**config.mk**
```make
export PLATFORM = sky130hd
export DESIGN_NAME = multicycle_control_unit
export DESIGN_NICKNAME = d
export VERILOG_FILES = /design/src/rtl/ctrl_pkg.sv /design/src/rtl/ctrl_decode.sv /design/src/rtl/multicycle_control_unit.sv
export SDC_FILE = /design/constraint.sdc
export NUM_CORES = 1
export LEC_CHECK = 0
export ABC_AREA = 1
export CAP_MARGIN = 20
export CORE_ASPECT_RATIO = 0.6
export CORE_MARGIN = 3
export CORE_UTILIZATION = 40
export CTS_CLUSTER_DIAMETER = 50
export CTS_CLUSTER_SIZE = 30
export DETAILED_ROUTE_END_ITERATION = 6
export SLEW_MARGIN = 20
export SYNTH_ARGS = -nofsm -noshare
export SYNTH_HDL_FRONTEND = slang
export SYNTH_HIERARCHICAL = 1
export SYNTH_SLANG_ARGS = --single-unit
```
**constraint.sdc**
```tcl
create_clock -name clk -period 3.9 [get_ports clk]
set_input_delay 0.78 -clock clk [delete_from_list [all_inputs] [get_ports clk]]
set_output_delay 0.78 -clock clk [all_outputs]
set_load 0.05 [all_outputs]
```
**src/rtl/ctrl_pkg.sv**
```systemverilog
// Shared encodings for the multi-cycle control unit: opcodes, function codes,
// ALU control values, FSM states and the decoded control bundle.
package ctrl_pkg;
   localparam int OP_W   = 6;
   localparam int FUNC_W = 6;
   localparam int ALUC_W = 4;

   localparam logic [OP_W-1:0] OP_RTYPE = 6'b000000;
   localparam logic [OP_W-1:0] OP_ADDI  = 6'b001000;
   localparam logic [OP_W-1:0] OP_ANDI  = 6'b001100;
   localparam logic [OP_W-1:0] OP_ORI   = 6'b001101;
   localparam logic [OP_W-1:0] OP_SLTI  = 6'b001010;
   localparam logic [OP_W-1:0] OP_LW    = 6'b100011;
   localparam logic [OP_W-1:0] OP_SW    = 6'b101011;
   localparam logic [OP_W-1:0] OP_BNE   = 6'b000101;
   localparam logic [OP_W-1:0] OP_BEQ   = 6'b000100;
   localparam logic [OP_W-1:0] OP_J     = 6'b000010;

   localparam logic [FUNC_W-1:0] FN_ADD = 6'b100000;
   localparam logic [FUNC_W-1:0] FN_SUB = 6'b100010;
   localparam logic [FUNC_W-1:0] FN_AND = 6'b100100;
   localparam logic [FUNC_W-1:0] FN_OR  = 6'b100101;
   localparam logic [FUNC_W-1:0] FN_SLT = 6'b101010;
   localparam logic [FUNC_W-1:0] FN_NOP = 6'b000000;

   localparam logic [ALUC_W-1:0] ALUC_ADD = 4'b0000;
   localparam logic [ALUC_W-1:0] ALUC_SUB = 4'b0001;
   localparam logic [ALUC_W-1:0] ALUC_AND = 4'b0010;
   localparam logic [ALUC_W-1:0] ALUC_OR  = 4'b0011;
   localparam logic [ALUC_W-1:0] ALUC_SLT = 4'b0100;
   localparam logic [ALUC_W-1:0] ALUC_BNE = 4'b0101;
   localparam logic [ALUC_W-1:0] ALUC_BEQ = 4'b0110;
   localparam logic [ALUC_W-1:0] ALUC_NOP = 4'b1111;

   typedef enum logic [2:0] {
      ST_FETCH  = 3'd0,
      ST_DECODE = 3'd1,
      ST_EXEC   = 3'd2,
      ST_MEM    = 3'd3,
      ST_WB     = 3'd4
   } state_t;

   // Instruction class steers the EXEC/MEM/WB sequencing.
   typedef enum logic [2:0] {
      CLS_ALU = 3'd0,
      CLS_NOP = 3'd1,
      CLS_LW  = 3'd2,
      CLS_SW  = 3'd3,
      CLS_J   = 3'd4,
      CLS_BR  = 3'd5
   } iclass_t;

   typedef struct packed {
      iclass_t           cls;
      logic [ALUC_W-1:0] aluc;
      logic              aluimm;
      logic              sext;
      logic              regrt;
      logic              m2reg;
      logic              jump;
   } ctrl_t;
endpackage

```
**src/rtl/ctrl_decode.sv**
```systemverilog
// Purely combinational op/func decoder producing the control bundle and an
// illegal-instruction flag.
module ctrl_decode
   import ctrl_pkg::*;
(
   input  logic [OP_W-1:0]   op,
   input  logic [FUNC_W-1:0] func,
   output ctrl_t             ctrl,
   output logic              illegal
);

   always_comb begin
      ctrl    = '0;
      illegal = 1'b0;
      case (op)
         OP_RTYPE: begin
            case (func)
               FN_ADD:  ctrl.aluc = ALUC_ADD;
               FN_SUB:  ctrl.aluc = ALUC_SUB;
               FN_AND:  ctrl.aluc = ALUC_AND;
               FN_OR:   ctrl.aluc = ALUC_OR;
               FN_SLT:  ctrl.aluc = ALUC_SLT;
               FN_NOP: begin
                  ctrl.cls  = CLS_NOP;
                  ctrl.aluc = ALUC_NOP;
               end
               default: illegal = 1'b1;
            endcase
         end
         OP_ADDI, OP_ANDI, OP_ORI, OP_SLTI: begin
            ctrl.aluimm = 1'b1;
            ctrl.sext   = 1'b1;
            ctrl.regrt  = 1'b1;
            case (op)
               OP_ANDI: ctrl.aluc = ALUC_AND;
               OP_ORI:  ctrl.aluc = ALUC_OR;
               OP_SLTI: ctrl.aluc = ALUC_SLT;
               default: ctrl.aluc = ALUC_ADD;
            endcase
         end
         OP_LW: begin
            ctrl.cls    = CLS_LW;
            ctrl.aluc   = ALUC_ADD;
            ctrl.aluimm = 1'b1;
            ctrl.sext   = 1'b1;
            ctrl.regrt  = 1'b1;
            ctrl.m2reg  = 1'b1;
         end
         OP_SW: begin
            ctrl.cls    = CLS_SW;
            ctrl.aluc   = ALUC_ADD;
            ctrl.aluimm = 1'b1;
            ctrl.sext   = 1'b1;
         end
         OP_BEQ: begin
            ctrl.cls  = CLS_BR;
            ctrl.aluc = ALUC_BEQ;
         end
         OP_BNE: begin
            ctrl.cls  = CLS_BR;
            ctrl.aluc = ALUC_BNE;
         end
         OP_J: begin
            ctrl.cls  = CLS_J;
            ctrl.jump = 1'b1;
         end
         default: illegal = 1'b1;
      endcase
   end

endmodule

```
**src/rtl/multicycle_control_unit.sv**
```systemverilog
// Multi-cycle MIPS-subset control FSM: FETCH/DECODE/EXEC/MEM/WB with memory
// handshakes, a latched decode register and a retired-instruction counter.
module multicycle_control_unit
   import ctrl_pkg::*;
#(
   parameter int CNT_W = 32
) (
   input  logic              clk,
   input  logic              rst,
   input  logic [OP_W-1:0]   op,
   input  logic [FUNC_W-1:0] func,
   input  logic              z,
   input  logic              mem_ready,
   output logic              imem_req,
   output logic              dmem_rd,
   output logic              wmem,
   output logic              ir_write,
   output logic              pc_write,
   output logic              jump,
   output logic              branch,
   output logic              m2reg,
   output logic [ALUC_W-1:0] aluc,
   output logic              shift,
   output logic              aluimm,
   output logic              sext,
   output logic              regrt,
   output logic              wreg,
   output logic              illegal,
   output logic [CNT_W-1:0]  retired_cnt,
   output logic [2:0]        state_o
);

   state_t           state_reg, state_next;
   ctrl_t            dec_reg;
   ctrl_t            dec_ctrl;
   logic             dec_illegal;
   logic [CNT_W-1:0] cnt_reg;

   ctrl_decode u_decode (
      .op      (op),
      .func    (func),
      .ctrl    (dec_ctrl),
      .illegal (dec_illegal)
   );

   always_ff @(posedge clk) begin
      if (rst) begin
         state_reg <= ST_FETCH;
         dec_reg   <= '0;
         cnt_reg   <= '0;
      end else begin
         state_reg <= state_next;
         if (state_reg == ST_DECODE)
            dec_reg <= dec_ctrl;
         // The illegal path also writes the PC but does not retire.
         if (pc_write && !illegal)
            cnt_reg <= cnt_reg + CNT_W'(1);
      end
   end

   always_comb begin
      state_next = ST_FETCH;
      case (state_reg)
         ST_FETCH:  state_next = mem_ready ? ST_DECODE : ST_FETCH;
         ST_DECODE: state_next = dec_illegal ? ST_FETCH : ST_EXEC;
         ST_EXEC: begin
            case (dec_reg.cls)
               CLS_ALU:        state_next = ST_WB;
               CLS_LW, CLS_SW: state_next = ST_MEM;
               default:        state_next = ST_FETCH;
            endcase
         end
         ST_MEM: begin
            if (!mem_ready)
               state_next = ST_MEM;
            else
               state_next = (dec_reg.cls == CLS_LW) ? ST_WB : ST_FETCH;
         end
         default:   state_next = ST_FETCH;
      endcase
   end

   always_comb begin
      imem_req = 1'b0;
      dmem_rd  = 1'b0;
      wmem     = 1'b0;
      ir_write = 1'b0;
      pc_write = 1'b0;
      jump     = 1'b0;
      branch   = 1'b0;
      m2reg    = 1'b0;
      aluc     = '0;
      shift    = 1'b0;
      aluimm   = 1'b0;
      sext     = 1'b0;
      regrt    = 1'b0;
      wreg     = 1'b0;
      illegal  = 1'b0;
      state_o  = 3'd0;
      // Reset forces every output low, aborting any access in flight.
      if (!rst) begin
         if (state_reg == ST_EXEC || state_reg == ST_MEM || state_reg == ST_WB) begin
            aluc   = dec_reg.aluc;
            aluimm = dec_reg.aluimm;
            sext   = dec_reg.sext;
            regrt  = dec_reg.regrt;
            m2reg  = dec_reg.m2reg;
            jump   = dec_reg.jump;
         end
         case (state_reg)
            ST_FETCH: begin
               state_o  = 3'd0;
               imem_req = 1'b1;
               ir_write = mem_ready;
            end
            ST_DECODE: begin
               state_o  = 3'd1;
               illegal  = dec_illegal;
               pc_write = dec_illegal;
            end
            ST_EXEC: begin
               state_o  = 3'd2;
               pc_write = (dec_reg.cls == CLS_NOP) || (dec_reg.cls == CLS_J) ||
                          (dec_reg.cls == CLS_BR);
               branch   = (dec_reg.cls == CLS_BR) && z;
            end
            ST_MEM: begin
               state_o  = 3'd3;
               dmem_rd  = (dec_reg.cls == CLS_LW);
               wmem     = (dec_reg.cls == CLS_SW);
               pc_write = (dec_reg.cls == CLS_SW) && mem_ready;
            end
            ST_WB: begin
               state_o  = 3'd4;
               wreg     = 1'b1;
               pc_write = 1'b1;
            end
            default: ;
         endcase
      end
   end

   assign retired_cnt = rst ? '0 : cnt_reg;

endmodule

```
## Yosys cells after proc, flatten, opt, wreduce, memory -nomap -nowiden

Index checks and enable logic that the tools add are counted.

| storage, ports and cells | value |
|---|---|
| bits of input ports | 16 |
| logic and storage cells | 100 |
| output and inout port bits | 53 |
| flip-flop bits (word level) | 47 |

| operators by class | value |
|---|---|
| $add $sub $neg | 1 |
| equality and inequality tests | 23 |
| multiplexer cells | 48 |
| reductions and logical operators | 19 |

Operators by type and width:

| kind | count |
|---|---|
| 6-bit equality test, second input constant | 7 |
| 32-bit by 1-bit adder with 32-bit output, second input constant | 1 |
| 32-bit 2-to-1 mux | 1 |
| 1-bit 2-to-1 mux | 31 |
| 6-bit by 4-bit equality test with 1-bit output, second input constant | 4 |
| 3-bit one-hot mux with 4 select lines | 2 |
| 4-bit one-hot mux with 5 select lines | 1 |
| 4-bit one-hot mux with 4 select lines | 1 |
| 3-bit one-hot mux with 5 select lines | 1 |
| 3-bit by 2-bit equality test with 1-bit output, second input constant | 4 |
| 6-bit by 3-bit equality test with 1-bit output, second input constant | 2 |
| 6-bit logical NOT | 2 |
| 6-bit OR reduction | 2 |
| 3-bit equality test, second input constant | 3 |
| 3-bit 2-to-1 mux | 3 |
| 3-bit one-hot mux with 3 select lines | 1 |
| 9-bit OR reduction | 1 |
| 4-bit 2-to-1 mux | 2 |
| 3-bit by 1-bit equality test with 1-bit output, second input constant | 2 |
| 6-bit by 2-bit equality test with 1-bit output, second input constant | 1 |
| 3-bit logical NOT | 2 |
| 3-bit one-hot mux with 2 select lines | 1 |
| 5-bit OR reduction | 1 |
| 1-bit logical OR | 4 |
| 7 further kinds | 11 |

## Logic depth before layout (Yosys ltp)

| logic depth | value |
|---|---|
| word-level depth | 8 |
| depth in mapped cells | 15 |
| depth with buffers taken out | 14 |

## Hierarchy

Netlist, hierarchy kept.

Modules (own cells, without submodules):

| module | cells an instance | area each (µm²) | times used | seq. area each (µm²) |
|---|---|---|---|---|
| multicycle_control_unit | 547 | 3246.9 | 1 | 940.9 |
| ctrl_decode | 67 | 347.8 | 1 | 0.0 |

## Least setup slack after synthesis

OpenSTA, ideal clock, no wires.

| path | value |
|---|---|
| path type | input port to output port |
| start | input rst |
| end | output wmem |
| stages on the path | 2 |
| path slack | 0.617 ns |
| data required time | 3.120 ns |
| data arrival time | 2.503 ns |
| buffers on the path | 1 |
| path through | clkbuf_1 nor4_1 |

| on the way | value |
|---|---|
| word-level cells in the longest chain between the ends | 1 |

Ends and longest elaborated chain:

| item | line | source |
|---|---|---|
| from (decl) | multicycle_control_unit.sv:9 | `input logic rst,` |
| 1-bit 2-to-1 mux | multicycle_control_unit.sv:101 | `if (!rst) begin` |
| to (decl) | multicycle_control_unit.sv:16 | `output logic wmem,` |

No other way between the ends.

## Worst setup path after layout

| path | value |
|---|---|
| start | input op[2] |
| end | register cnt_reg[24] |

| on the way | value |
|---|---|
| word-level cells in the longest chain between the ends | 7 |
| elaborated cells between the ends (all ways) | 18 |
| classes of those cells | eq/ne: 9; mux: 5; reduce/logical: 4 |

Ends and longest elaborated chain:

| item | line | source |
|---|---|---|
| from (decl) | multicycle_control_unit.sv:10 | `input logic [OP_W-1:0] op,` |
| 6-bit by 4-bit equality test with 1-bit output, or another cell as far along | ctrl_decode.sv:15 | `case (op)` |
| 9-bit OR reduction (no line) | n/a |  |
| 1-bit one-hot mux with 2 select lines * | ctrl_decode.sv:15 |  |
| named net dec_illegal | multicycle_control_unit.sv:36 | `logic dec_illegal;` |
| branches (longest 3 deep; another with 1-bit one-hot mux with 4 select lines) | n/a |  |
| 1-bit logical AND * | multicycle_control_unit.sv:56 | `if (pc_write && !illegal)` |
| to (signal assigned) | multicycle_control_unit.sv:57 | `cnt_reg <= cnt_reg + CNT_W'(1);` |
| to (decl) | multicycle_control_unit.sv:37 | `logic [CNT_W-1:0] cnt_reg;` |

Mark *: on every way through the listed nets, which the timed path passes.
A chain may end at the register's enable or synchronous reset.

==> summary.md <==
| Metric | Value |
|---|---|
| Peak Freq | `between 200 and 300 MHz` |
| Ant diodes | `0` |
| Max reg flops | `32` |
| Initial core utilization | `around two fifths` |
| Leak | `between 1.5 and 2 nW` |
| IO Pins | `69` |
| Initial DRC count | `between 300 and 400` |
| Pins Over Slew Limit | `0` |
| Post-CTS Setup Inserts | `0` |
| Core Box Area | `about 8600 µm²` |
| CTS tree | `built` |
| Final worst slack | `~500 ps` |
| Cell Count Post-Placement | `773` |
| Hold path start | `dec_reg[8]` |
| Cell taking the most area after synthesis | `dfxtp_1` |
| Status | `complete, no violations` |
| Post-Syn Nets | `roughly 630` |
| Avg WL per Cell | `around 15 µm` |
| Met1 Use GR | `between 30% and 40%` |
| Final worst-path cycle share | `between 80% and 90%` |
| Routed vias/inst | `5.14` |
| DP HPWL | `8850 µm` |
| Vias in the first global route | `3602` |
| Yosys Warn Count | `6` |
| Drt pass-1 iters | `5` |
| Total CTS buffers | `5` |
| Seq pwr share | `approximately 45%` |
| Rows | `26` |
| Worst vdd ir | `0.150 mV` |
| Sw Ratio | `roughly 29%` |
| Synth top area cells | `dfxtp_1 (26%), nand2_1 (18%), nor2_1 (11%), inv_1 (7.0%), nand3_1 (6.4%)` |
| RSZ-0062 raised after global routing | `false` |
| Worst r2r src | `state_reg[0]` |
| Int Power | `a little under 0.0008 W` |
| Syn_area_per_cell | `approximately 5.9 µm²` |
| Remaining DRCs | `0` |
| Register area | `approximately 940 µm²` |
| Final Non-Filler Cells | `between 700 and 800` |
| Total congestion overflow | `0` |
| Top cell type's share of synthesized area | `about a quarter` |
| Reg2Reg Depth | `7` |
| Die height | `around 79 µm` |
| Post-route ant nets | `0` |
| Max-cap violations | `0` |
| Initial antenna violation count | `0` |
| Hold Path Cell Cnt | `2` |
| Placer Congestion | `a little over 0.9` |
| Die width | `roughly 130 µm` |
| Hold-fix buffers, CTS | `0` |
| GR Util met3 | `5.08%` |
| Ratio of cells with drive above 1 in the final layout | `under 10%` |
| Clock Skew | `6.34 ps` |
| Area Overhead vs Synth | `25.0%` |
| Clock share of power | `between 40% and 50%` |
| Layout fillers | `around 890` |
| Post-Syn Area | `roughly 3600 µm²` |
| Mapped Cells | `between 600 and 700` |
| GRT met2 Usage | `30.8%` |
| Kind of critical path | `input port to register` |
| Worst Hold End | `dec_reg[8]` |
| Power per cell area | `roughly 250 nW/µm²` |
| Crit Path Max Fanout | `33` |
| Multi-input logic area | `about 2200 µm²` |
| CP Capture Type | `register` |
| Largest net degree at the start of global routing | `34` |
| Setup_tns | `0 ps` |
| FF-to-FF End | `cnt_reg[24]` |
| Min-delay worst type | `register to register` |
| Startpoint Class | `input port` |
| Die area | `~10000 µm²` |
| Busiest layer in global routing | `met1` |
| Sw power | `roughly 0.00032 W` |
| Clk pin slew, worst setup/hold paths | `70 ps` |
| Drt total wl | `approximately 12000 µm` |
| Logic pwr share | `a little over an eighth` |
| Max clock buf depth | `2` |
| IO buf count | `67` |
| CTS sink cnt | `47` |
| Register bit total from synthesis | `47` |
| Pre-CTS setup slack | `between 200 and 250 ps` |
| H-Tree Depth | `2` |
| # nets final | `685` |
| Synth cell types | `34` |
| Skew-Pair Late Insertion Delay | `about 300 ps` |
| Final min period | `around 3400 ps` |
| First-pass GRT wire length | `~19000 µm` |
| Vias after detailed routing | `4014` |
| GRT Total Usage | `about a quarter` |
| Worst R2R Setup Slack | `1420 ps` |
| Hold Vio Cnt, Final | `0` |
| Clock root buffer | `clkbuf_16` |
| Sequential-to-total area share from yosys stat | `a little over a quarter` |
| Slew headroom | `about 50%` |
| Critical Path AT | `around 3500 ps` |
| WP data required | `4060 ps` |
| Final-report setup violation count | `0` |
| Post-cts resize count | `0` |
| Worst Tran Pin Value | `around 750 ps` |
==> cells in the mapped netlist <==
library cell and n:
buf_4 5, nor2_4 3, buf_2 5, inv_1 67
a21oi_2 10, nand3_1 46, buf_1 2, o21ai_1 1
clkinv_1 2, inv_2 3, nor2_1 105, nor4_1 2
nand2_2 3, nand4_1 16, nand3_2 16, nand2_1 175
nor2_8 1, o21ai_0 19, clkbuf_1 12, nor3_1 11
conb_1 1, buf_6 2, o211ai_1 2, ha_1 1
nand4_2 1, dfxtp_1 47, nand3b_1 1, nor2_2 8
a21oi_1 37, nand3_4 1, o21a_1 1, xor2_1 6
and2_1 1, o22ai_1 1
==> power groups by stage <==
stage	clock network (W)	logic, W	registers [W]
final	0.000460	0.000152	0.000497
after global routing	0.000488	0.000166	0.000498
after CTS	0.000469	0.000151	0.000497
after detailed placement	0	0.000150	0.000508
after global placement	0	0.000148	0.000508
after floorplan	0	0.000100	0.000506
==> worst max-delay path, cell delays in order <==
cell and delay, ps:
clkdlybuf4s50_1 510, nor2_2 230, nand3_1 150, nand2_1 130, inv_1 60, nand3_2 70, nand2_1 80, nand2_2 100
buf_4 420, nand3_2 670, nand2_1 270, a21oi_2 80
==> worst max path at each step <==
| stage | from | endpoint | depth (start not counted) |
|---|---|---|---|
| 2_1_floorplan | rst | wmem | 2 |
| 5_1_grt | op[2] | cnt_reg[28] | 12 |
| 4_1_cts | op[2] | illegal | 9 |
| 3_5_place_dp | op[2] | cnt_reg[24] | 12 |
| 6_report | op[2] | cnt_reg[24] | 12 |
| 3_3_place_gp | op[5] | cnt_reg[26] | 12 |
==> kinds of logic after synthesis <==
family          after synthesis  share of synthesized area, %
fa+ha+maj                     1                         0.348
other cells                   1                         0.104
buf+inv                      98                          11.3
compound gates               71                          11.2
flops                        47                          26.2
simple gates                390                          49.4
xor+xnor                      6                          1.46
==> cell usage in the layout, fill, tap and decap left out, types with 2 or more instances in the layout <==
cell type / netlist / final
inv_1: 67 / 67
nand2_1: 175 / 175
a21oi_2: 10 / 10
nor3_1: 11 / 11
nor4_1: 2 / 2
o211ai_1: 2 / 2
clkdlybuf4s50_1: 0 / 63
buf_12: 0 / 3
nand2_2: 3 / 3
inv_2: 3 / 3
nor2_1: 105 / 105
dfxtp_1: 47 / 47
clkinv_1: 2 / 2
o21ai_0: 19 / 19
xor2_1: 6 / 6
nand3_2: 16 / 16
buf_4: 5 / 6
nand3_1: 46 / 46
nor2_4: 3 / 3
clkbuf_16: 0 / 5
a21oi_1: 37 / 37
nand4_1: 16 / 16
nor2_2: 8 / 8
==> metal layers <==
layer | share of wire [%] | vias up
li1 | - | 2065
met2 | 36 | 149
met4 | 0.60 | 0
met1 | 55 | 1792
met5 | 0 | -
met3 | 7.9 | 8
==> per-stage QoR <==
step           power, W  cell area, µm²  utilization, %  hold slack (ps)
6_report        0.00111            4490            52.1              455
5_1_grt         0.00115            4490            52.1              484
4_1_cts         0.00112            4490            52.1              457
3_5_place_dp   0.000658            4340            50.3              446
3_3_place_gp   0.000656            4340            50.3              443
2_1_floorplan  0.000606            3590               -              431
==> layout make-up <==
type / instances / share of cell area (%)
Multi-Input combinational cell: 469 / 50.0
Sequential cell: 47 / 20.9
Timing Repair Buffer: 73 / 16.5
Inverter: 72 / 6.02
Tap cell: 112 / 3.12
Clock buffer: 6 / 3.09
Clock inverter: 2 / 0.362
Note: power is estimated with default switching activity, not from simulation.
